### config.mk
export PLATFORM = sky130hd
export DESIGN_NAME = pid_integrator
export DESIGN_NICKNAME = d
export VERILOG_FILES = /design/src/rtl/pid_pkg.sv /design/src/rtl/seq_shift_add_mul.sv /design/src/rtl/pid_integrator.sv
export SDC_FILE = /design/constraint.sdc
export NUM_CORES = 1
export LEC_CHECK = 0
export BUFFER_PORTS_ARGS = -buffer_cell sky130_fd_sc_hd__buf_2
export CAP_MARGIN = 20
export CORE_MARGIN = 2
export CORE_UTILIZATION = 42
export CTS_BUF_LIST = sky130_fd_sc_hd__clkbuf_4 sky130_fd_sc_hd__clkbuf_8
export DETAILED_ROUTE_END_ITERATION = 8
export HOLD_SLACK_MARGIN = 0.05
export SYNTH_ARGS = -nofsm -noshare
export SYNTH_HDL_FRONTEND = slang
export SYNTH_SLANG_ARGS = --single-unit
export TNS_END_PERCENT = 20
### constraint.sdc
create_clock -name clk -period 3.46 [get_ports clk]
set_clock_uncertainty 0.1 [all_clocks]
set_input_delay 0.692 -clock clk [delete_from_list [all_inputs] [get_ports clk]]
set_output_delay 0.692 -clock clk [all_outputs]
set_load 0.02 [all_outputs]
### src/rtl/pid_pkg.sv
// Shared PID arithmetic constants, FSM state type and saturating clamps
// used by the P, I and D contribution paths.
package pid_pkg;

    localparam int W     = 6;              // data width of e, K_i, i_contrib
    localparam int ACC_W = 10;             // signed accumulator width
    localparam int FRAC  = 4;              // product right shift before output clamp
    localparam int P_W   = ACC_W + W;      // full product width, no overflow possible
    localparam int SH_W  = P_W - FRAC;     // width of the shifted product
    localparam int CNT_W = $clog2(W);

    typedef enum logic [1:0] {
        IDLE,
        MUL,
        OUT
    } state_e;

    // Clamp an ACC_W+1 bit sum into ACC_W bits: overflow shows as the two top bits differing.
    function automatic logic signed [ACC_W-1:0] sat_acc(input logic signed [ACC_W:0] x);
        logic signed [ACC_W-1:0] res;
        if (x[ACC_W] != x[ACC_W-1]) begin
            res = x[ACC_W] ? {1'b1, {(ACC_W-1){1'b0}}} : {1'b0, {(ACC_W-1){1'b1}}};
        end else begin
            res = x[ACC_W-1:0];
        end
        return res;
    endfunction

    // Clamp the shifted product into W bits; it fits only if all bits above W-2 agree.
    function automatic logic signed [W-1:0] sat_out(input logic signed [SH_W-1:0] x);
        logic [SH_W-W:0]     hi;
        logic signed [W-1:0] res;
        hi = x[SH_W-1:W-1];
        if (hi == '0 || hi == '1) begin
            res = x[W-1:0];
        end else begin
            res = x[SH_W-1] ? {1'b1, {(W-1){1'b0}}} : {1'b0, {(W-1){1'b1}}};
        end
        return res;
    endfunction

endpackage

### src/rtl/seq_shift_add_mul.sv
// Sequential shift-add multiplier: signed ACC_W multiplicand times unsigned
// W-bit multiplier, one multiplier bit per clock, W clocks after start.
module seq_shift_add_mul
    import pid_pkg::*;
(
    input  logic                    clk,
    input  logic                    rst_n,
    input  logic                    start_i,
    input  logic                    abort_i,
    input  logic signed [ACC_W-1:0] mcand_i,
    input  logic        [W-1:0]     mplier_i,
    output logic signed [P_W-1:0]   product_o,
    output logic                    done_o
);

    logic                    running_q, running_d;
    logic        [CNT_W-1:0] cnt_q,     cnt_d;
    logic signed [ACC_W-1:0] mcand_q,   mcand_d;
    logic        [W-1:0]     mplier_q,  mplier_d;
    logic signed [P_W-1:0]   prod_q,    prod_d;

    // done_o is high during the cycle whose edge performs the last partial-product add.
    assign done_o    = running_q && (cnt_q == CNT_W'(W - 1));
    assign product_o = prod_q;

    // NOTE: every always_comb target gets a default first, so no path can infer a latch.
    always_comb begin
        running_d = running_q;
        cnt_d     = cnt_q;
        mcand_d   = mcand_q;
        mplier_d  = mplier_q;
        prod_d    = prod_q;
        if (abort_i) begin
            running_d = 1'b0;
            cnt_d     = '0;
            prod_d    = '0;
        end else if (start_i) begin
            running_d = 1'b1;
            cnt_d     = '0;
            mcand_d   = mcand_i;
            mplier_d  = mplier_i;
            prod_d    = '0;
        end else if (running_q) begin
            if (mplier_q[cnt_q]) begin
                prod_d = prod_q + (P_W'(mcand_q) <<< cnt_q);
            end
            if (done_o) begin
                running_d = 1'b0;
                cnt_d     = '0;
            end else begin
                cnt_d = cnt_q + CNT_W'(1);
            end
        end
    end

    // NOTE: reset is synchronous, sampled only on the clock edge like any other input.
    always_ff @(posedge clk) begin
        if (!rst_n) begin
            running_q <= 1'b0;
            cnt_q     <= '0;
            mcand_q   <= '0;
            mplier_q  <= '0;
            prod_q    <= '0;
        end else begin
            running_q <= running_d;
            cnt_q     <= cnt_d;
            mcand_q   <= mcand_d;
            mplier_q  <= mplier_d;
            prod_q    <= prod_d;
        end
    end

endmodule

### src/rtl/pid_integrator.sv
// PID integral path: saturating accumulation of error samples, sequential
// multiply by K_i, then arithmetic shift and clamp into i_contrib.
module pid_integrator
    import pid_pkg::*;
(
    input  logic                clk,
    input  logic                rst_n,
    input  logic                ena,
    input  logic                clr,
    input  logic signed [W-1:0] e,
    input  logic        [W-1:0] K_i,
    output logic signed [W-1:0] i_contrib,
    output logic                valid,
    output logic                busy
);

    state_e                  state_q, state_d;
    logic signed [ACC_W-1:0] acc_q, acc_d;
    logic signed [W-1:0]     i_contrib_q, i_contrib_d;
    logic                    valid_q, valid_d;
    logic signed [ACC_W:0]   acc_sum;
    logic                    mul_start, mul_abort, mul_done;
    logic signed [P_W-1:0]   product;

    // One guard bit keeps the raw sum exact so the clamp can detect overflow.
    assign acc_sum = {acc_q[ACC_W-1], acc_q} + {{(ACC_W+1-W){e[W-1]}}, e};

    seq_shift_add_mul u_mul (
        .clk       (clk),
        .rst_n     (rst_n),
        .start_i   (mul_start),
        .abort_i   (mul_abort),
        .mcand_i   (acc_d),
        .mplier_i  (K_i),
        .product_o (product),
        .done_o    (mul_done)
    );

    always_comb begin
        state_d     = state_q;
        acc_d       = acc_q;
        i_contrib_d = i_contrib_q;
        valid_d     = 1'b0;
        mul_start   = 1'b0;
        mul_abort   = 1'b0;
        if (clr) begin
            state_d     = IDLE;
            acc_d       = '0;
            i_contrib_d = '0;
            mul_abort   = 1'b1;
        end else begin
            unique case (state_q)
                IDLE: if (ena) begin
                    acc_d     = sat_acc(acc_sum);
                    mul_start = 1'b1;
                    state_d   = MUL;
                end
                MUL: if (mul_done) state_d = OUT;
                OUT: begin
                    i_contrib_d = sat_out(product[P_W-1:FRAC]);
                    valid_d     = 1'b1;
                    state_d     = IDLE;
                end
                default: state_d = IDLE;
            endcase
        end
    end

    always_ff @(posedge clk) begin
        if (!rst_n) begin
            state_q     <= IDLE;
            acc_q       <= '0;
            i_contrib_q <= '0;
            valid_q     <= 1'b0;
        end else begin
            state_q     <= state_d;
            acc_q       <= acc_d;
            i_contrib_q <= i_contrib_d;
            valid_q     <= valid_d;
        end
    end

    assign i_contrib = i_contrib_q;
    assign valid     = valid_q;
    assign busy      = (state_q != IDLE);

endmodule

Word level (Yosys, flattened, before mapping)
Cells that the tools add are included.
W data, S select, Z words.
Storage, ports and cells
  flip-flop bits (word level): 55
  bits of input ports: 16
  logic and storage cells: 55
Cells by class
  add/subtract/negate cells: 3
  order comparisons: 1
  equality and inequality tests: 7
  shift-type cells: 1
  muxes and demuxes: 21
  bitwise operators: 2
  reductions and logical operators: 11
Operators by type and width (number)
  $mux W10: 5
  $add A16 B16 Y16: 1
  $sshl A10 B3 Y16: 1
  $mux W6: 2
  $add A10 B6 Y11: 1
  $mux W1: 9
  $eq A7 B7 Y1 const B: 1
  $logic_not A7 Y1: 1
  $reduce_and A2 Y1: 3
  $lt A3 B4 Y1 const B: 1
  $mux W2: 2
  $ne A2 B2 Y1 const B: 2
  $pmux W2 S2: 1
  $reduce_or A2 Y1: 2
  $add A3 B1 Y3 const B: 1
  $bmux W1 S3: 1
  $eq A3 B3 Y1 const B: 1
  $mux W3: 1
  $reduce_or A3 Y1: 1
  $eq A2 B1 Y1 const B: 1
  $eq A2 B2 Y1 const B: 1
  $logic_not A2 Y1: 1
  $not A1 Y1: 2
  $reduce_bool A2 Y1: 1
  other kinds (3): 3

Longest topological paths before layout
Gate-level depths: netlist of the first run.
  depth after elaboration: 6
  gate-level depth with buffers: 14
  mapped depth without buffers: 13

By module
From an unflattened synthesis of the first run, not the netlist that was laid out.
Unflattened totals
  cell total of the unflattened synthesis: 535
  area, all modules: 4164.0 µm²
Modules (own cells, without submodules)
  seq_shift_add_mul: instances 1, cells an instance 330, area an instance 2571.2 µm², sequential area each 720.7 µm²
  pid_integrator: instances 1, cells an instance 205, area an instance 1592.8 µm², sequential area each 380.4 µm²

Worst setup path after synthesis of the first run
OpenSTA, ideal clock, no wires.
  path type: reg2reg
  start: register u_mul.cnt_q[1]
  end: register u_mul.prod_q[15], in the netlist u_mul.product_o[15]
  library setup time: 0.126 ns
  data arrival time: 2.911 ns
  slack: 0.323 ns
  stages on the path, launching flop included: 15
  path buffers: 2
  clock period less this slack: 3.137 ns
  cells stage by stage: dfxtp_1 -> buf_2 -> buf_1 -> mux2i_1 -> nand2_1 -> o21ai_0 -> o22ai_1 -> ha_1 -> o21a_1 -> o211a_1 -> a31oi_1 -> a21oi_1 -> a2111o_1 -> o2111ai_1 -> o31ai_1
Between the ends
  word-level cells in the longest chain between the ends: 3
  elaborated cells between the ends (all ways): 5
  those cells by class: add/sub (1); shift (1); mux (2); reduce/logical (1)
Ends and longest elaborated chain
  from (decl): line seq_shift_add_mul.sv:17  | logic [CNT_W-1:0] cnt_q, cnt_d;
  from (signal assigned): line seq_shift_add_mul.sv:66  | cnt_q <= cnt_d;
  branches (longest 3 deep; another with $add A16 B16 Y16)
  to (signal assigned): line seq_shift_add_mul.sv:69  | prod_q <= prod_d;
  to (decl): line seq_shift_add_mul.sv:20  | logic signed [P_W-1:0] prod_q, prod_d;
Parallel ways; which one is timed is not known. The select of a mux whose other input is x is not followed.
A chain may end at the register's enable or synchronous reset.

Worst setup path after layout of the first run
Same ends and word-level chain as after synthesis.

==> results of run 1 <==
==> power by group <==
group	switching (W)	total, W	internal [W]	leakage (nW)
clock	0.000218	0.000391	0.000173	0.0519
combinational	0.000145	0.000257	0.000112	1.20
sequential	0.0000186	0.000673	0.000655	0.447
==> cells by family after synthesis <==
family,share of synthesized area (%)
buffers and inverters,3.16
muxes,8.06
AOI/OAI and AO/OA,22.8
xor gates and xnor gates,4.62
and+or+nand+nor,18.1
adders and majority gates,12.7
DFF,30.6
==> routing by layer <==
| layer | wire length [um] | up-vias | global-route usage (%) |
|---|---|---|---|
| met5 | 0 | - | 0 |
| li1 | - | 1599 | - |
| met3 | 191 | 10 | 2.79 |
| met4 | 111 | 0 | 4.11 |
| met2 | 3660 | 37 | 30.2 |
| met1 | 3750 | 1391 | 24.0 |
==> path summary, 6_finish.rpt <==
check | from | depth (start not counted) | end
hold / removal | i_contrib[2]$_SDFFE_PP0P_ | 2 | i_contrib[2]$_SDFFE_PP0P_
hold reg to reg | i_contrib[2]$_SDFFE_PP0P_ | 2 | i_contrib[2]$_SDFFE_PP0P_
setup reg to reg | u_mul.cnt_q[1]$_SDFFE_PP0P_ | 11 | u_mul.product_o[15]$_SDFFE_PP0P_
setup / recovery | u_mul.cnt_q[1]$_SDFFE_PP0P_ | 11 | u_mul.product_o[15]$_SDFFE_PP0P_
==> worst min-delay path, delay by kind of cell (launching register included) <==
kind,cells,cell delay (ns)
compound gates,1,0.05
flops,1,0.32
simple gates,1,0.05
==> placed cells by master (no fill, tap or decap), types with 3 or more instances in the layout <==
cell type                  Yosys  layout
sky130_fd_sc_hd__a21o_1       12      12
sky130_fd_sc_hd__a21oi_1      37      37
sky130_fd_sc_hd__a22o_1        5       5
sky130_fd_sc_hd__a31oi_1       4       4
sky130_fd_sc_hd__and2_1        3       3
sky130_fd_sc_hd__and3_1        4       4
sky130_fd_sc_hd__buf_2         1      23
sky130_fd_sc_hd__buf_4         2      10
sky130_fd_sc_hd__clkbuf_8      0       6
sky130_fd_sc_hd__dfxtp_1      55      54
sky130_fd_sc_hd__ha_1         27      27
sky130_fd_sc_hd__inv_1        12      12
sky130_fd_sc_hd__maj3_1        8       8
sky130_fd_sc_hd__mux2_2        6       6
sky130_fd_sc_hd__mux2i_1      20      20
sky130_fd_sc_hd__nand2_1      43      43
sky130_fd_sc_hd__nand2b_1      7       7
sky130_fd_sc_hd__nand3_1      13      13
sky130_fd_sc_hd__nor2_1       39      39
sky130_fd_sc_hd__nor2b_1       6       6
sky130_fd_sc_hd__nor3_1        8       8
sky130_fd_sc_hd__o211ai_1      9       9
sky130_fd_sc_hd__o21a_1        3       3
sky130_fd_sc_hd__o21ai_0      33      33
sky130_fd_sc_hd__o31ai_1       3       3
sky130_fd_sc_hd__xnor2_1      11      11
sky130_fd_sc_hd__xor2_1        8       8
==> sequential cells by signal, indices dropped and copies added, names as in the netlist <==
name	flops
u_mul.product_o	16
state_q	2
acc_q	10
i_contrib	6
u_mul.running_q	1
u_mul.mplier_q	6
valid	1
u_mul.cnt_q	3
u_mul.mcand_q	10
==> metrics by stage <==
| step | utilization (%) | instances | hold WS (ns) | worst slack (ns) | instance area [um2] |
|---|---|---|---|---|---|
| global route | 47.9 | 560 | 0.373 | 0.0774 | 3950 |
| detailed placement | 46.7 | 552 | 0.343 | 0.185 | 3850 |
| global placement | 46.7 | 552 | 0.339 | 0.286 | 3850 |
| finish | 47.9 | 560 | 0.354 | 0.280 | 3950 |
| floorplan | - | 428 | 0.337 | 0.323 | 3600 |
| CTS | 47.9 | 560 | 0.357 | 0.149 | 3950 |
==> final cells by class <==
class	instances	area, um2
Clock buffer	7	90.1
Clock inverter	1	8.76
Fill cell	839	4300
Inverter	12	45.0
Multi-Input combinational cell	347	2390
Sequential cell	55	1100
Tap cell	105	131
Timing Repair Buffer	33	190
==> repair_timing <==
item                                    4_1_cts  5_1_grt
setup buffers                                 0        0
hold buffers                                  0        0
endpoints found under the setup margin        0        2
resized for setup                             0        1
==> results.yml, run 1 <==
status:
  status: "complete, no violations"
routing:
  drtIter0Drc: 124
  antenna_violating_nets_left: 0
  route.detailed.drc: 0
  wirelength_um: 7710
  vias_post_dr: 3037
  drt_pass1_iterations: 4
  route.detailed.wl_per_inst_um: 13.8
  vias_per_cell: 5.42
power:
  post-layout-total-power_w: 0.00132
  powerDensity_nw_per_um2: 334
  power.static_leakage_nw: 1.70
  peakVddDrop_mv: 0.154
placement:
  hpwl_um: 6040
  io_buffer_count: 23
  gp_congestion: 0.859
synth:
  ys_types: 60
  ys_dominant_reg_cell: "sky130_fd_sc_hd__dfxtp_1"
  synth.cell_area_um2: 3600
  synth_largest_type_area_fraction_pct: 30.6
  post-synth-top-area-cell: "sky130_fd_sc_hd__dfxtp_1"
  synthesis.area_per_instance_um2: 8.41
  synth_edf_count: 0
  yosys_warnings: 0
  most_common_cell_in_the_synthesized_netlist: "sky130_fd_sc_hd__dfxtp_1"
  postSynthNetCount: 473
  synthTopCellsByArea: "sky130_fd_sc_hd__dfxtp_1 (31%), sky130_fd_sc_hd__ha_1 (9.4%), sky130_fd_sc_hd__mux2i_1 (5.6%), sky130_fd_sc_hd__a21oi_1 (5.1%), sky130_fd_sc_hd__o21ai_0 (4.6%)"
  async_flop_share_pct: 0
  synth.ff_latch_count: 55
  synth_cells: 428
  netlist_top_cells_count: "sky130_fd_sc_hd__dfxtp_1 (55), sky130_fd_sc_hd__nand2_1 (43), sky130_fd_sc_hd__nor2_1 (39), sky130_fd_sc_hd__a21oi_1 (37), sky130_fd_sc_hd__o21ai_0 (33)"
  synth_sequential_area_ratio_pct: 30.6
die:
  initial_utilization_pct: 43.6
  io-pin-count: 24
  placement_rows: 33
  coreArea_um2: 8260
  fp.dieW_um: 96.6
  fp.dieArea_um2: 9330
  dieHeight_um: 96.6
worst_setup_path:
  timing.reg2reg.setup_slack_ns: 0.28
  cp-start-kind: "register"
  cpMaxStageDelayCell: "sky130_fd_sc_hd__dfxtp_2"
  worst_ep_required_time_ns: 3.54
  timing.critical_path.buf_inv: 0
  timing.critical_path.max_delay_family: "compound AO/OA/AOI/OAI gates"
  path_cells: "mux2_2 -> o21ai_0 -> o22ai_1 -> ha_1 -> o21a_1 -> o211a_1 -> a31oi_1 -> a21oi_1 -> a2111o_1 -> o2111ai_1 -> o31ai_1"
  cp_slowest_stage_delay_ns: 0.47
  worst-path-max-fanout: 10
  setup_crit_end_kind: "register"
  wp_data_arrival_ns: 3.26
  worst-setup-path-type: "reg2reg"
global_route:
  via_count_of_the_first_global_routing_pass: 2778
  pin_count_of_the_biggest_net_entering_global_routing: 29
  globalRouteOverflowTotal: 0
  grt_pass1_wl_um: 13200
  grt_antenna_before_repair: 0
  groute.usage.overall_pct: 17.9
timing:
  finalHoldViolations: 0
  layout_min_cycle_time_ns: 3.18
  slew-limit-headroom_pct: 48.6
  max_slew.worst_pin.slew_ns: 0.768
  report.final.setup_viol: 0
  final_max_slew_viol_count: 0
  rsz0062_at_grt: "no"
  fmax_mhz: 314
  final.period_utilization_pct: 91.9
  timing.setup.tns_ns: 0
finish:
  insertedDiodeCount: 0
  drive_gt1_share_pct: 13.2
  fin_nets: 499
  area.growth.synth_to_final_pct: 9.80
cts:
  cts_tree: "built"
  clk_path_buf_depth: 2
  clkSinkCount: 55
  cts_buffers: 5
  clk_pin_slew_ns: 0.10
  clock_tree.htree_level_count: 2
  cts_root_buffer: "sky130_fd_sc_hd__clkbuf_8"
  clock_latency_ns: 0.31
hold_path:
  hp-class: "reg2reg"
run:
  cap_viol_max_count: 0
Note: power is estimated with default switching activity, not from simulation.
==> inputs of run 2 (changes only) <==
--- a/config.mk
+++ b/config.mk
@@ -5,6 +5,7 @@
 export SDC_FILE = /design/constraint.sdc
 export NUM_CORES = 1
 export LEC_CHECK = 0
+export ABC_AREA = 1
 export BUFFER_PORTS_ARGS = -buffer_cell sky130_fd_sc_hd__buf_2
 export CAP_MARGIN = 20
 export CORE_MARGIN = 2
==> results.yml, run 2 <==
cts:
  cts_buffers: 5
  clkSinkCount: 55
  clock_latency_ns: 0.32
  postCtsSetupRepairBufs: 0
  holdBufCountCts: 0
  clk_path_buf_depth: 2
  cts_tree: "built"
  clock_tree.htree_level_count: 2
  cts_root_buffer: "sky130_fd_sc_hd__clkbuf_8"
  cts_resized: 0
  clk_pin_slew_ns: 0.11
synth:
  synthesis.area_per_instance_um2: 6.91
  synth.ff_latch_count: 55
  synth_largest_type_area_fraction_pct: 28.7
  netlist_top_cells_count: "sky130_fd_sc_hd__nand2_1 (130), sky130_fd_sc_hd__inv_1 (57), sky130_fd_sc_hd__dfxtp_1 (55), sky130_fd_sc_hd__nor2_1 (55), sky130_fd_sc_hd__o21ai_0 (46)"
  synth_cells: 556
  yosys_warnings: 0
  synthTopCellsByArea: "sky130_fd_sc_hd__dfxtp_1 (29%), sky130_fd_sc_hd__nand2_1 (13%), sky130_fd_sc_hd__ha_1 (8.8%), sky130_fd_sc_hd__o21ai_0 (6.0%), sky130_fd_sc_hd__inv_1 (5.6%)"
  synth_sequential_area_ratio_pct: 28.7
  synth.cell_area_um2: 3840
  ys_dominant_reg_cell: "sky130_fd_sc_hd__dfxtp_1"
  most_common_cell_in_the_synthesized_netlist: "sky130_fd_sc_hd__nand2_1"
  async_flop_share_pct: 0
  ys_types: 41
  postSynthNetCount: 601
  synth_edf_count: 0
  post-synth-top-area-cell: "sky130_fd_sc_hd__dfxtp_1"
global_route:
  grt_antenna_before_repair: 0
  groute.usage.overall_pct: 19.2
  pin_count_of_the_biggest_net_entering_global_routing: 28
  via_count_of_the_first_global_routing_pass: 3357
  globalRouteOverflowTotal: 0
  grt_pass1_wl_um: 15700
worst_setup_path:
  worstSetupStartpoint: "u_mul.cnt_q[0]$_SDFFE_PP0P_"
  timing.critical_path.buf_inv: 2
  critical-path-top-cell-by-count: "sky130_fd_sc_hd__nand2_1"
  worst_r2r_path_depth: 16
  timing.critical_path.max_delay_family: "compound AO/OA/AOI/OAI gates"
  worst_ep_required_time_ns: 3.62
  setup_crit_end_kind: "register"
  worst-path-max-fanout: 19
  cp.depth: 16
  cp_slowest_stage_delay_ns: 0.69
  wp_data_arrival_ns: 3.23
  worst-setup-path-type: "reg2reg"
  worst_r2r_startpoint: "u_mul.cnt_q[0]$_SDFFE_PP0P_"
  cp-start-kind: "register"
  path_cells: "inv_2 -> nand2_1 -> o21ai_0 -> o21ai_0 -> mux2i_1 -> ha_1 -> a21oi_1 -> o21bai_1 -> inv_1 -> nand2_1 -> nand2_1 -> nand3_1 -> nand3_1 -> nand2_1 -> nand2_1 -> nor2_1"
  cpMaxStageDelayCell: "sky130_fd_sc_hd__dfxtp_1"
timing:
  final.period_utilization_pct: 88.7
  max_slew.worst_pin.slew_ns: 0.568
  setup_ws_ns: 0.392
  finalHoldViolations: 0
  layout_min_cycle_time_ns: 3.07
  final_max_slew_viol_count: 0
  slew-limit-headroom_pct: 62.1
  report.final.setup_viol: 0
  timing.setup.tns_ns: 0
  fmax_mhz: 326
  rsz0062_at_grt: "no"
placement:
  dpl-instance-area_um2: 4040
  io_buffer_count: 23
  gp_congestion: 0.929
  place_worst_setup_slack_ns: 0.414
  placed_cells_incl_taps: 676
  hpwl_um: 7200
finish:
  most-common-layout-cells: "sky130_fd_sc_hd__nand2_1 (130), sky130_fd_sc_hd__inv_1 (57), sky130_fd_sc_hd__nor2_1 (55), sky130_fd_sc_hd__dfxtp_1 (55), sky130_fd_sc_hd__o21ai_0 (46)"
  post-route-cell-area_um2: 4140
  drive_gt1_share_pct: 13.4
  final_core_utilization_pct: 47.0
  most_frequent_standard_cell_in_the_layout_excluding_fill_and_tap_cells: "sky130_fd_sc_hd__nand2_1"
  insertedDiodeCount: 0
  area.growth.synth_to_final_pct: 7.68
  stdcell_count: 684
  fin_nets: 620
  max_ffs_per_register: 16
die:
  coreArea_um2: 8810
  fp.dieArea_um2: 9930
  io-pin-count: 24
  dieHeight_um: 99.7
  initial_utilization_pct: 43.6
  placement_rows: 34
  fp.dieW_um: 99.7
routing:
  wirelength_um: 8980
  route.detailed.wl_per_inst_um: 13.1
  drtIter0Drc: 186
  drt_pass1_iterations: 4
  antenna_violating_nets_left: 0
  vias_per_cell: 5.16
  route.detailed.drc: 0
  vias_post_dr: 3531
hold_path:
  hp-class: "reg2reg"
  worstHoldPathCells: 2
  hold_path_origin: "acc_q[8]$_SDFF_PN0_"
power:
  cell_internal_pwr_w: 0.000917
  power.static_leakage_nw: 1.91
  powerDensity_nw_per_um2: 323
  share_clk_of_total_power_pct: 29.5
  swShare_pct: 31.3
  power.share.sequential_pct: 50.1
  power.net_switching_w: 0.000419
  peakVddDrop_mv: 0.210
  comb_power_share_pct: 20.4
run:
  cap_viol_max_count: 0
status:
  status: "complete, no violations"
## run 2: final cells by class
class,count,area [um2]
fill,935,4670
multi-input combinational,425,2420
sequential,55,1100
inverter,61,236
timing repair buffer,27,145
tap,108,135
clock buffer,6,82.6
clock inverter,2,18.8
## run 2: worst paths after layout
path,end,slack (ns)
setup / recovery,u_mul.product_o[15]$_SDFFE_PP0P_,0.39
hold / removal,acc_q[8]$_SDFF_PN0_,0.37
setup reg to reg,u_mul.product_o[15]$_SDFFE_PP0P_,0.39
hold reg to reg,acc_q[8]$_SDFF_PN0_,0.37
## run 2: metal layers
layer  up-vias  GRT usage (%)  routed length [um]
met5         -              0                   0
met4         0           4.11                  68
met3         7           3.02                 421
met2        72           29.2                3680
met1      1580           28.7                4820
li1       1872              -                   -
## run 2: kinds of logic after synthesis
logic type | Yosys count | share of synthesized area [%]
adders and majority gates | 29 | 9.83
buffers and inverters | 76 | 8.40
DFF | 55 | 28.7
xor gates and xnor gates | 16 | 3.65
AOI/OAI and AO/OA | 122 | 19.0
muxes | 3 | 0.782
and+or+nand+nor | 255 | 29.7
## run 2: metrics by stage
stage,power [W],hold WS (ns)
floorplan,0.000897,0.329
global placement,0.000954,0.351
detailed placement,0.000956,0.347
CTS,0.00135,0.369
global route,0.00141,0.392
finish,0.00134,0.371
## run 2: worst reg2reg max path: stages (launching register included)
cell and delay, ns:
sky130_fd_sc_hd__dfxtp_1 0.69, sky130_fd_sc_hd__inv_2 0.22, sky130_fd_sc_hd__nand2_1 0.10, sky130_fd_sc_hd__o21ai_0 0.10, sky130_fd_sc_hd__o21ai_0 0.28, sky130_fd_sc_hd__mux2i_1 0.14, sky130_fd_sc_hd__ha_1 0.39, sky130_fd_sc_hd__a21oi_1 0.11
sky130_fd_sc_hd__o21bai_1 0.23, sky130_fd_sc_hd__inv_1 0.07, sky130_fd_sc_hd__nand2_1 0.12, sky130_fd_sc_hd__nand2_1 0.08, sky130_fd_sc_hd__nand3_1 0.09, sky130_fd_sc_hd__nand3_1 0.10, sky130_fd_sc_hd__nand2_1 0.07, sky130_fd_sc_hd__nand2_1 0.05
sky130_fd_sc_hd__nor2_1 0.09
## run 2: power by group through the flow
| stage | clock network (W) | logic (W) | registers (W) |
|---|---|---|---|
| global placement | 0 | 0.000270 | 0.000684 |
| finish | 0.000394 | 0.000272 | 0.000670 |
| CTS | 0.000409 | 0.000274 | 0.000669 |
| detailed placement | 0 | 0.000272 | 0.000684 |
| global route | 0.000428 | 0.000308 | 0.000672 |
| floorplan | 0 | 0.000220 | 0.000677 |
